### config.mk
export PLATFORM = sky130hd
export DESIGN_NAME = alu_cmd_sequencer
export DESIGN_NICKNAME = d
export VERILOG_FILES = /design/src/rtl/alu_cmd_sequencer.sv
export SDC_FILE = /design/constraint.sdc
export NUM_CORES = 1
export LEC_CHECK = 0
export CAP_MARGIN = 20
export CORE_MARGIN = 3
export CORE_UTILIZATION = 35
export CTS_CLUSTER_DIAMETER = 40
export DETAILED_ROUTE_END_ITERATION = 8
export GPL_TIMING_DRIVEN = 1
export PLACE_DENSITY = 0.7
export SETUP_SLACK_MARGIN = 0.4
export SLEW_MARGIN = 40
export SYNTH_ARGS = -nofsm -noshare
export SYNTH_HDL_FRONTEND = slang
export SYNTH_SLANG_ARGS = --single-unit
### constraint.sdc
create_clock -name clk -period 2.6 [get_ports clk]
set_input_delay 0.78 -clock clk [delete_from_list [all_inputs] [get_ports clk]]
set_output_delay 0.78 -clock clk [all_outputs]
set_load 0.03 [all_outputs]
### src/rtl/alu_cmd_sequencer.sv
// Command front end for the registered ALU: accept, wait the ALU latency, capture, respond.
// Optional SEQ_STICKY_OVF_EN adds a sticky overflow flag (ovf_sticky, ovf_clr).
module alu_cmd_sequencer #(
  parameter int DATA_W  = 8,
  parameter int ALU_LAT = 1
) (
  input  logic              clk,
  input  logic              rst_n,
  input  logic              cmd_valid,
  output logic              cmd_ready,
  input  logic [2:0]        cmd_op,
  input  logic [DATA_W-1:0] cmd_a,
  input  logic [DATA_W-1:0] cmd_b,
  input  logic              cmd_use_acc,
  output logic [DATA_W-1:0] alu_a,
  output logic [DATA_W-1:0] alu_b,
  output logic [2:0]        alu_op,
  input  logic [DATA_W-1:0] alu_result,
  input  logic              alu_carry,
  input  logic              alu_zero,
  input  logic              alu_sign,
  input  logic              alu_overflow,
  output logic              rsp_valid,
  input  logic              rsp_ready,
  output logic [DATA_W-1:0] rsp_result,
  output logic [3:0]        rsp_flags,
  output logic              busy
`ifdef SEQ_STICKY_OVF_EN
  ,
  output logic              ovf_sticky,
  input  logic              ovf_clr
`endif
);

  localparam int CNT_W = 4;

  typedef enum logic [1:0] {
    S_IDLE,
    S_WAIT,
    S_RESP
  } state_t;

  state_t             state_q;
  state_t             state_d;
  logic [CNT_W-1:0]   cnt_q;
  logic [CNT_W-1:0]   cnt_d;
  logic [DATA_W-1:0]  acc_q;
  logic [DATA_W-1:0]  acc_d;
  logic [DATA_W-1:0]  a_d;
  logic [DATA_W-1:0]  b_d;
  logic [2:0]         op_d;
  logic [DATA_W-1:0]  res_d;
  logic [3:0]         flg_d;
  logic               vld_d;
  logic               capture;

  assign busy      = (state_q != S_IDLE);
  assign cmd_ready = rst_n && (state_q == S_IDLE);

  always_comb begin
    state_d = state_q;
    cnt_d   = cnt_q;
    acc_d   = acc_q;
    a_d     = alu_a;
    b_d     = alu_b;
    op_d    = alu_op;
    res_d   = rsp_result;
    flg_d   = rsp_flags;
    vld_d   = rsp_valid;
    capture = 1'b0;
    unique case (state_q)
      S_IDLE: begin
        if (cmd_valid) begin
          op_d    = cmd_op;
          b_d     = cmd_b;
          a_d     = cmd_use_acc ? acc_q : cmd_a;
          cnt_d   = CNT_W'(ALU_LAT);
          state_d = S_WAIT;
        end
      end
      S_WAIT: begin
        if (cnt_q != '0) begin
          cnt_d = cnt_q - 1'b1;
        end else begin
          capture = 1'b1;
          res_d   = alu_result;
          acc_d   = alu_result;
          flg_d   = {alu_overflow, alu_sign, alu_zero, alu_carry};
          vld_d   = 1'b1;
          state_d = S_RESP;
        end
      end
      S_RESP: begin
        if (rsp_ready) begin
          vld_d   = 1'b0;
          state_d = S_IDLE;
        end
      end
      default: state_d = S_IDLE;
    endcase
  end

  always_ff @(posedge clk) begin
    if (!rst_n) begin
      state_q    <= S_IDLE;
      cnt_q      <= '0;
      acc_q      <= '0;
      alu_a      <= '0;
      alu_b      <= '0;
      alu_op     <= '0;
      rsp_result <= '0;
      rsp_flags  <= '0;
      rsp_valid  <= 1'b0;
    end else begin
      state_q    <= state_d;
      cnt_q      <= cnt_d;
      acc_q      <= acc_d;
      alu_a      <= a_d;
      alu_b      <= b_d;
      alu_op     <= op_d;
      rsp_result <= res_d;
      rsp_flags  <= flg_d;
      rsp_valid  <= vld_d;
    end
  end

`ifdef SEQ_STICKY_OVF_EN
  // set beats clear when both land on the same edge
  always_ff @(posedge clk) begin
    if (!rst_n) begin
      ovf_sticky <= 1'b0;
    end else if (capture && alu_overflow) begin
      ovf_sticky <= 1'b1;
    end else if (ovf_clr) begin
      ovf_sticky <= 1'b0;
    end
  end
`else
  logic unused_capture;
  assign unused_capture = capture;
`endif

endmodule

==> impl_metrics.env, run 1 <==
export IMPL_run_status="finished clean"
export IMPL_crit_fanout=3
export IMPL_dp_cells=289
export IMPL_place_hpwl_mm=2.82
export IMPL_setup_viol=0
export IMPL_portBuffers=69
export IMPL_nNetsFinal=283
export IMPL_yosysMostFrequentCell="dfxtp_1"
export IMPL_synth_common_cells="dfxtp_1 (38), a21oi_1 (25), nand2_1 (22)"
export IMPL_via_per_inst=5.06
export IMPL_required_ps=1820
export IMPL_die_h_um=72.3
export IMPL_worstSetupPathType="primary input to output pin"
export IMPL_antennaDiodeCount=0
export IMPL_startpoint_type="primary input"
export IMPL_async_reset_ff_share_pct=0
export IMPL_worstMarginPinSlew_ps=533
export IMPL_num_fill_cells=395
export IMPL_avgSynthCellArea_um2=8.60
export IMPL_core_um2=4120
export IMPL_syn_inst=179
export IMPL_cts_sinks=38
export IMPL_final_util_pct=57.9
export IMPL_grtUsageTotal_pct=16.2
export IMPL_postRouteAntennaNets=0
export IMPL_period_needed_ps=2150
export IMPL_dieArea_um2=5230
export IMPL_hold_worst_slack_ps=455
export IMPL_dpl_instance_area_um2=2290
export IMPL_drc=0
export IMPL_yosysWarnings=0
export IMPL_routedWlPerCell_um=13.6
export IMPL_clock_path_buffers=2
export IMPL_grt_overflow_total=0
export IMPL_place_congestion=0.723
export IMPL_end_kind="output pin"
export IMPL_clkLatencyLatePin_ps=290
export IMPL_cts_inserted_buffers=5
export IMPL_rsz0062_at_grt="false"
export IMPL_netlist_area_leader_share_pct=49.4
export IMPL_maxSlewViolCount=0
export IMPL_worstHoldPathType="flop to flop"
export IMPL_cp_arrival_ps=1370
export IMPL_cts_hold_buf=0
export IMPL_slew_headroom_pct=64.0
export IMPL_first_global_vias=1422
export IMPL_dr_pass1_iters=4
export IMPL_pre_cts_slack_ps=193
export IMPL_grt_pass1_wl_mm=6.62
export IMPL_drtIter0Drc=59
export IMPL_finalSetupTns_ps=0
export IMPL_stdcell_area_um2=2380
export IMPL_cts_tree="yes"
export IMPL_ios=70
export IMPL_layout_drive_gt1_share_pct=8.10
export IMPL_antenna_found_initial=0
export IMPL_clkTransAtPathRegs_ps=80
export IMPL_syn_cell_area_um2=1540
export IMPL_synth_top_area_cell="dfxtp_1"
export IMPL_start_util_pct=37.4
export IMPL_grt_start_max_net_pins=37
export IMPL_ys_types=33
export IMPL_power_leakage_nw=0.876
export IMPL_min_path_cells=2
export IMPL_area_delta_synth_final_pct=54.7
export IMPL_min_period_over_period_pct=82.8
export IMPL_max_freq_mhz=465
export IMPL_hold_violations=0
export IMPL_yosys_top_cells_area="dfxtp_1 (49%), a21oi_1 (8.1%), nand2_1 (5.4%)"
export IMPL_fp_dieW_um=72.3
export IMPL_num_rows=23
export IMPL_max_cap_violations=0
export IMPL_p_total_mw=1.61
export IMPL_seq_area_frac_synth_pct=49.4
export IMPL_setup_ws_ps=448
export IMPL_ys_ff_latch=38
export IMPL_htree_levels=2
export IMPL_synth_edff_count=0
export IMPL_ys_flop_type="dfxtp_1"
export IMPL_syn_nets=216
export IMPL_r2r_cells=5
export IMPL_powerDensity_nw_per_um2=675
export IMPL_fin_cells=297
export IMPL_skew_ps=6.85
export IMPL_vias=1504
export IMPL_finalWirelength_mm=4.05
export IMPL_cts_root_buffer="clkbuf_8"
export IMPL_ir_drop_uv=319
-- cell families after synthesis --
kind of cell               after synthesis  share of synthesized area [%]
muxes                                    8                           5.20
DFF                                     38                           49.4
buffers and inverters                   17                           4.39
adders and majority gates                1                          0.812
and+or+nand+nor                         60                           19.3
AOI/OAI and AO/OA                       55                           21.0
-- cell usage in the layout, fill, tap and decap left out, types with 2 or more instances in the layout --
cell,synthesis,layout
clkdlybuf4s50_1,0,66
o21ai_0,13,13
clkbuf_8,0,6
a211oi_1,10,10
nand2_1,22,22
nor3_1,2,2
nor2_1,11,10
mux2i_1,8,8
buf_4,0,4
nor3b_2,1,2
dfxtp_1,38,38
nand3_1,12,12
or4_1,2,2
inv_1,3,3
a21oi_1,25,25
-- critical path, stage by stage --
cell and delay (ps):
dlygate4sd2_1 280, inv_2 60, nor2_2 100, buf_4 160
-- registers in the layout (all words and copies together), names as in the netlist --
register,count
acc_q,8
alu_a,8
alu_b,8
cnt_q,4
rsp_flags,4
alu_op,3
state_q,2
rsp_valid,1
-- layout make-up --
class	count	area, um^2	area share (%)
clock buffers	6	82.6	3.47
clock inverters	2	12.5	0.525
inverters	4	15.0	0.630
multi-input cells	124	719	30.2
flip-flops and latches	38	761	31.9
well taps	50	62.6	2.63
repair buffers	73	729	30.6
-- worst paths after layout --
path | from | to | slack, ps
hold reg to reg | alu_op[0] | alu_op[0] | 450
setup reg to reg | cnt_q[0] | cnt_q[1] | 970
hold / removal | alu_op[0] | alu_op[0] | 450
setup / recovery | rst_n | cmd_ready | 450
-- routing by layer --
layer | GRT usage [%] | share of wire (%) | vias up
met1 | 20.1 | 45 | 672
met3 | 5.68 | 7.8 | 7
met2 | 25.4 | 46 | 53
li1 | - | - | 772
met4 | 6.89 | 1.6 | 0
met5 | 0 | 0 | -
-- power breakdown --
| group | leakage, nW | switching [mW] | internal, mW |
|---|---|---|---|
| Combinational | 0.517 | 0.287 | 0.221 |
| Clock | 0.0472 | 0.209 | 0.213 |
| Sequential | 0.311 | 0.0375 | 0.640 |
| Total | 0.876 | 0.534 | 1.07 |
-- what timing repair did --
item,in CTS,in global routing
setup buffers,0,0
gates resized for setup,2,1
setup endpoints to repair,2,1
Note: power is estimated with default switching activity, not from simulation.
==> run 2: changes to the inputs <==
==> constraint.sdc (replaced) <==
create_clock -name clk -period 2.2 [get_ports clk]
set_input_delay 0.66 -clock clk [delete_from_list [all_inputs] [get_ports clk]]
set_output_delay 0.66 -clock clk [all_outputs]
set_load 0.03 [all_outputs]
==> run 2 against run 1 <==
  * Total power up 16%
  * Clock skew fell by 4.0 ps
  * Setup slack worse by 1.8 ps
  * Sequential cell count did not move
  * Critical endpoint is now cnt_q[3]
  * Largest cell class unchanged
  * Largest power group unchanged
  * Highest routed layer unchanged
==> impl_metrics.env, run 2 (synthesized netlist as in run 1, its figures left out) <==
export IMPL_max_cap_violations=0
export IMPL_cp_arrival_ps=1970
export IMPL_power_leakage_nw=1.03
export IMPL_worstHoldPathType="flop to flop"
export IMPL_layout_drive_gt1_share_pct=10.8
export IMPL_ir_drop_uv=475
export IMPL_final_common_cell="dfxtp_1"
export IMPL_grtUsageTotal_pct=16.3
export IMPL_run_status="finished clean"
export IMPL_setup_viol=0
export IMPL_grtUsageMet2_pct=25.1
export IMPL_grt_util_met3_pct=4.99
export IMPL_mostFrequentLayoutCells="dfxtp_1 (37), clkdlybuf4s50_1 (34), dlygate4sd2_1 (32)"
export IMPL_vias=1495
export IMPL_grt_pass1_wl_mm=6.67
export IMPL_use_met1_pct=21.9
export IMPL_postRouteAntennaNets=0
export IMPL_hold_violations=0
export IMPL_min_period_over_period_pct=79.7
export IMPL_stdcell_area_um2=2380
export IMPL_num_rows=23
export IMPL_htree_levels=2
export IMPL_first_global_vias=1383
export IMPL_place_hpwl_mm=2.81
export IMPL_min_path_cells=2
export IMPL_top_regs="acc_q x8, alu_a x8, alu_b x8"
export IMPL_r2r_start="cnt_q[0]"
export IMPL_powerDensity_nw_per_um2=786
export IMPL_start_util_pct=37.4
export IMPL_max_freq_mhz=570
export IMPL_worstMarginPinSlew_ps=527
export IMPL_dieArea_um2=5230
export IMPL_period_needed_ps=1750
export IMPL_finalSetupTns_ps=0
export IMPL_via_per_inst=4.97
export IMPL_rsz0062_at_grt="false"
export IMPL_skew_ps=2.89
export IMPL_cts_hold_buf=0
export IMPL_required_ps=2410
export IMPL_grt_overflow_total=0
export IMPL_place_congestion=0.800
export IMPL_antenna_found_initial=0
export IMPL_multi_input_area_um2=733
export IMPL_rrSetupSlack_ps=560
export IMPL_ios=70
export IMPL_crit_fanout=5
export IMPL_p_total_mw=1.87
export IMPL_pre_cts_slack_ps=80.7
export IMPL_nNetsFinal=287
export IMPL_startpoint_type="primary input"
export IMPL_clkTransAtPathRegs_ps=70
export IMPL_end_kind="flop"
export IMPL_cts_inserted_buffers=5
export IMPL_fp_dieW_um=72.3
export IMPL_core_um2=4120
export IMPL_routedWlPerCell_um=13.6
export IMPL_finalWirelength_mm=4.08
export IMPL_cts_tree="yes"
export IMPL_dpl_instance_area_um2=2320
export IMPL_cts_root_buffer="clkbuf_8"
export IMPL_grt_start_max_net_pins=37
export IMPL_clkLatencyLatePin_ps=280
export IMPL_busiest_layer="met2"
export IMPL_worstSetupPathType="primary input to flop"
export IMPL_setup_ws_ps=446
export IMPL_die_h_um=72.3
export IMPL_r2r_cells=5
export IMPL_final_seq_area_um2=764
export IMPL_rr_endpoint="cnt_q[1]"
export IMPL_area_delta_synth_final_pct=54.6
export IMPL_slew_headroom_pct=64.4
export IMPL_drtIter0Drc=77
export IMPL_drc=0
export IMPL_dr_pass1_iters=4
export IMPL_clock_path_buffers=2
export IMPL_hold_worst_slack_ps=452
export IMPL_portBuffers=69
export IMPL_holdPathEnd="alu_op[0]"
export IMPL_worstHoldStart="alu_op[0]"
export IMPL_maxSlewViolCount=0
export IMPL_antennaDiodeCount=0
export IMPL_num_fill_cells=412
export IMPL_cts_sinks=38
## run 2: cell count changes in the layout (fill, tap and decap cells not counted), sizes merged
cell,delta
clkdlybuf4s50,-32
clkbuf,+2
clkdlybuf4s15,-1
buf,+5
clkinvlp,-1
dlygate4sd2,+31
## run 2: where the power goes
group / total (mW) / switching (mW) / internal (mW)
logic: 0.591 / 0.353 / 0.237
clock network: 0.488 / 0.235 / 0.253
registers: 0.794 / 0.0372 / 0.756
## run 2: final cells by class
cell class,instances,area share (%)
clock buffers,7,3.63
clock inverters,1,0.210
inverters,4,0.631
multi-input cells,124,30.8
flip-flops and latches,38,32.1
well taps,50,2.63
repair buffers,77,30.0
## run 2: worst max-delay path: stages
cell,delay [ps]
clkdlybuf4s50_1,510
o21bai_2,100
or4_1,490
a211oi_2,210
## run 2: how the worst max path moves through the flow
| stage | startpoint | end | slack (ps) |
|---|---|---|---|
| after global routing | state_q[1] | cmd_ready | 420 |
| final | cmd_valid | cnt_q[3] | 450 |
| after global placement | rst_n | cmd_ready | 70 |
| after CTS | state_q[1] | busy | 270 |
| after floorplan | rst_n | cmd_ready | 450 |
| after detailed placement | rst_n | cmd_ready | 80 |
## run 2: routing by layer
metal,routed length [um],vias to the layer above
met5,0,-
met1,1900,672
li1,-,774
met4,33,0
met2,1870,44
met3,282,5
## run 2: through the flow
stage | instances | util (%)
final | 301 | 57.9
after global routing | 301 | 57.9
after CTS | 300 | 57.8
after detailed placement | 292 | 56.3
after global placement | 292 | 56.3
after floorplan | 179 | -
## run 2: timing repair
item	in CTS	in global routing
resized for setup	40	5
endpoints found under the setup margin	34	12
setup buffers	0	1
==> run 3: changes to the inputs <==
--- a/config.mk
+++ b/config.mk
@@ -11,7 +11,7 @@
 export CTS_CLUSTER_DIAMETER = 40
 export DETAILED_ROUTE_END_ITERATION = 8
 export GPL_TIMING_DRIVEN = 1
-export PLACE_DENSITY = 0.7
+export PLACE_DENSITY = 0.73
 export SETUP_SLACK_MARGIN = 0.4
 export SLEW_MARGIN = 40
 export SYNTH_ARGS = -nofsm -noshare
==> constraint.sdc (replaced) <==
create_clock -name clk -period 1.55 [get_ports clk]
set_input_delay 0.465 -clock clk [delete_from_list [all_inputs] [get_ports clk]]
set_output_delay 0.465 -clock clk [all_outputs]
set_load 0.03 [all_outputs]
==> run 3 against run 2 <==
  * The flow now finishes with violations (setup timing)
  * Sequential cell count unchanged
  * Die area is the same
  * Non-clock buffer count up 34
  * Highest routed layer unchanged
==> impl_metrics.env, run 3 (synthesized netlist as in run 1, its figures left out) <==
export IMPL_run_status="finished, violations left"
export IMPL_violations="setup timing"
export IMPL_first_global_vias=1603
export IMPL_setup_viol=1
export IMPL_drtIter0Drc=148
export IMPL_clkTransAtPathRegs_ps=80
export IMPL_drc=0
export IMPL_die_h_um=72.3
export IMPL_crit_fanout=2
export IMPL_grt_start_max_net_pins=21
export IMPL_rrSetupSlack_ps=60
export IMPL_fp_dieW_um=72.3
export IMPL_postRouteAntennaNets=0
export IMPL_rsz0062_at_grt="true"
export IMPL_slowest_delay_ps=350
export IMPL_power_leakage_nw=1.30
export IMPL_top_regs="acc_q x8, alu_a x8, alu_b x8"
export IMPL_place_congestion=0.784
export IMPL_r2r_start="cnt_q[1]"
export IMPL_fin_cells=337
export IMPL_htree_levels=2
export IMPL_dpl_instance_area_um2=2420
export IMPL_via_per_inst=5.42
export IMPL_dp_cells=302
export IMPL_setup_ws_ps=-20.8
export IMPL_cp_endpoint="cmd_ready"
export IMPL_final_common_cell="buf_6"
export IMPL_startpoint_type="flop"
export IMPL_clkLatencyLatePin_ps=290
export IMPL_skew_ps=7.52
export IMPL_clock_path_buffers=2
export IMPL_required_ps=1080
export IMPL_maxSlewViolCount=0
export IMPL_nNetsFinal=323
export IMPL_portBuffers=69
export IMPL_start_util_pct=37.4
export IMPL_antenna_found_initial=0
export IMPL_worstHoldPathType="flop to flop"
export IMPL_max_cap_violations=0
export IMPL_stdcell_area_um2=3230
export IMPL_antennaDiodeCount=0
export IMPL_grtUsageTotal_pct=18.2
export IMPL_min_period_over_period_pct=101
export IMPL_routedWlPerCell_um=18.4
export IMPL_rr_endpoint="cnt_q[3]"
export IMPL_slew_headroom_pct=72.2
export IMPL_worstMarginPinSlew_ps=416
export IMPL_mostFrequentLayoutCells="buf_6 (40), dfxtp_2 (33), clkdlybuf4s50_1 (32)"
export IMPL_cp_arrival_ps=1110
export IMPL_crit_slowest_cell="dfxtp_4"
export IMPL_powerDensity_nw_per_um2=1130
export IMPL_area_delta_synth_final_pct=110
export IMPL_num_fill_cells=250
export IMPL_cts_tree="yes"
export IMPL_cts_sinks=38
export IMPL_dieArea_um2=5230
export IMPL_cts_root_buffer="clkbuf_8"
export IMPL_max_freq_mhz=637
export IMPL_r2r_cells=3
export IMPL_end_kind="output pin"
export IMPL_crit_chain="or2_4 -> nor2_4 -> buf_6"
export IMPL_ir_drop_uv=626
export IMPL_grt_pass1_wl_mm=7.42
export IMPL_vias=1828
export IMPL_grt_overflow_total=0
export IMPL_worstSetupPathType="flop to output pin"
export IMPL_dr_pass1_iters=4
export IMPL_hold_violations=0
export IMPL_period_needed_ps=1570
export IMPL_place_hpwl_mm=3.11
export IMPL_ios=70
export IMPL_cts_inserted_buffers=5
export IMPL_pre_cts_slack_ps=-306
export IMPL_layout_drive_gt1_share_pct=66.6
export IMPL_num_rows=23
export IMPL_finalWirelength_mm=6.21
export IMPL_core_um2=4120
export IMPL_finalSetupTns_ps=-20.8
export IMPL_crit_start="state_q[1]"
[run 3: cell types whose count changed in the layout (fill, tap and decap cells not counted), sizes merged]
| cell | before | now |
|---|---|---|
| clkdlybuf4s50 | 34 | 32 |
| buf | 10 | 74 |
| or3b | 2 | 4 |
| dlygate4sd2 | 32 | 1 |
| dlymetal6s2s | 0 | 1 |
| bufinv | 0 | 2 |
[run 3: stage by stage]
step	util [%]	power, mW	hold WS [ps]
6_report	78.5	3.65	468
5_1_grt	78.5	3.80	478
4_1_cts	68.0	3.33	461
3_5_place_dp	58.9	2.12	444
3_3_place_gp	58.9	2.11	437
2_1_floorplan	-	1.73	515
[run 3: worst min-delay path by stage]
| stage | from | endpoint | slack (ps) | cells after the start |
|---|---|---|---|---|
| after floorplan | cnt_q[2] | cnt_q[2] | 510 | 2 |
| after global placement | alu_op[0] | alu_op[0] | 440 | 2 |
| after detailed placement | alu_b[3] | alu_b[3] | 440 | 2 |
| after CTS | alu_b[3] | alu_b[3] | 460 | 2 |
| after global routing | alu_op[0] | alu_op[0] | 480 | 2 |
| final | alu_op[0] | alu_op[0] | 470 | 2 |
[run 3: critical path: cells and delay by family (launching register included)]
kind,cells,cell delay (ps)
buffers and inverters,1,130
flip-flops,1,350
AND/OR/NAND/NOR,2,340
[run 3: routing by layer]
metal / routed length [um] / GRT usage, % / up-vias
met3: 385 / 6.79 / 14
li1: - / - / 856
met5: 0 / 0 / -
met4: 133 / 6.68 / 0
met1: 2490 / 22.2 / 876
met2: 3200 / 29.3 / 82
[run 3: layout make-up]
type | count | area [um^2] | share of cell area [%]
clock buffer | 5 | 68.8 | 2.13
clock inverter | 3 | 68.8 | 2.13
inverter | 4 | 15.0 | 0.465
multi-input combinational | 126 | 1060 | 32.8
sequential | 38 | 813 | 25.2
tap | 50 | 62.6 | 1.94
timing repair buffer | 111 | 1140 | 35.4
[run 3: repair_timing]
action | in CTS | in global routing
endpoints found under the setup margin | 72 | 72
resized for setup | 282 | 73
setup buffers | 8 | 14
hold buffers | 0 | 0
cloned | 2 | 3
pin swaps | 10 | 23
[run 3: power breakdown]
part	total [mW]	internal, mW	switching (mW)	leakage [nW]
Clock	1.03	0.645	0.384	0.0683
Sequential	1.19	1.09	0.0935	0.327
Combinational	1.44	0.717	0.720	0.909
Total	3.65	2.45	1.20	1.30
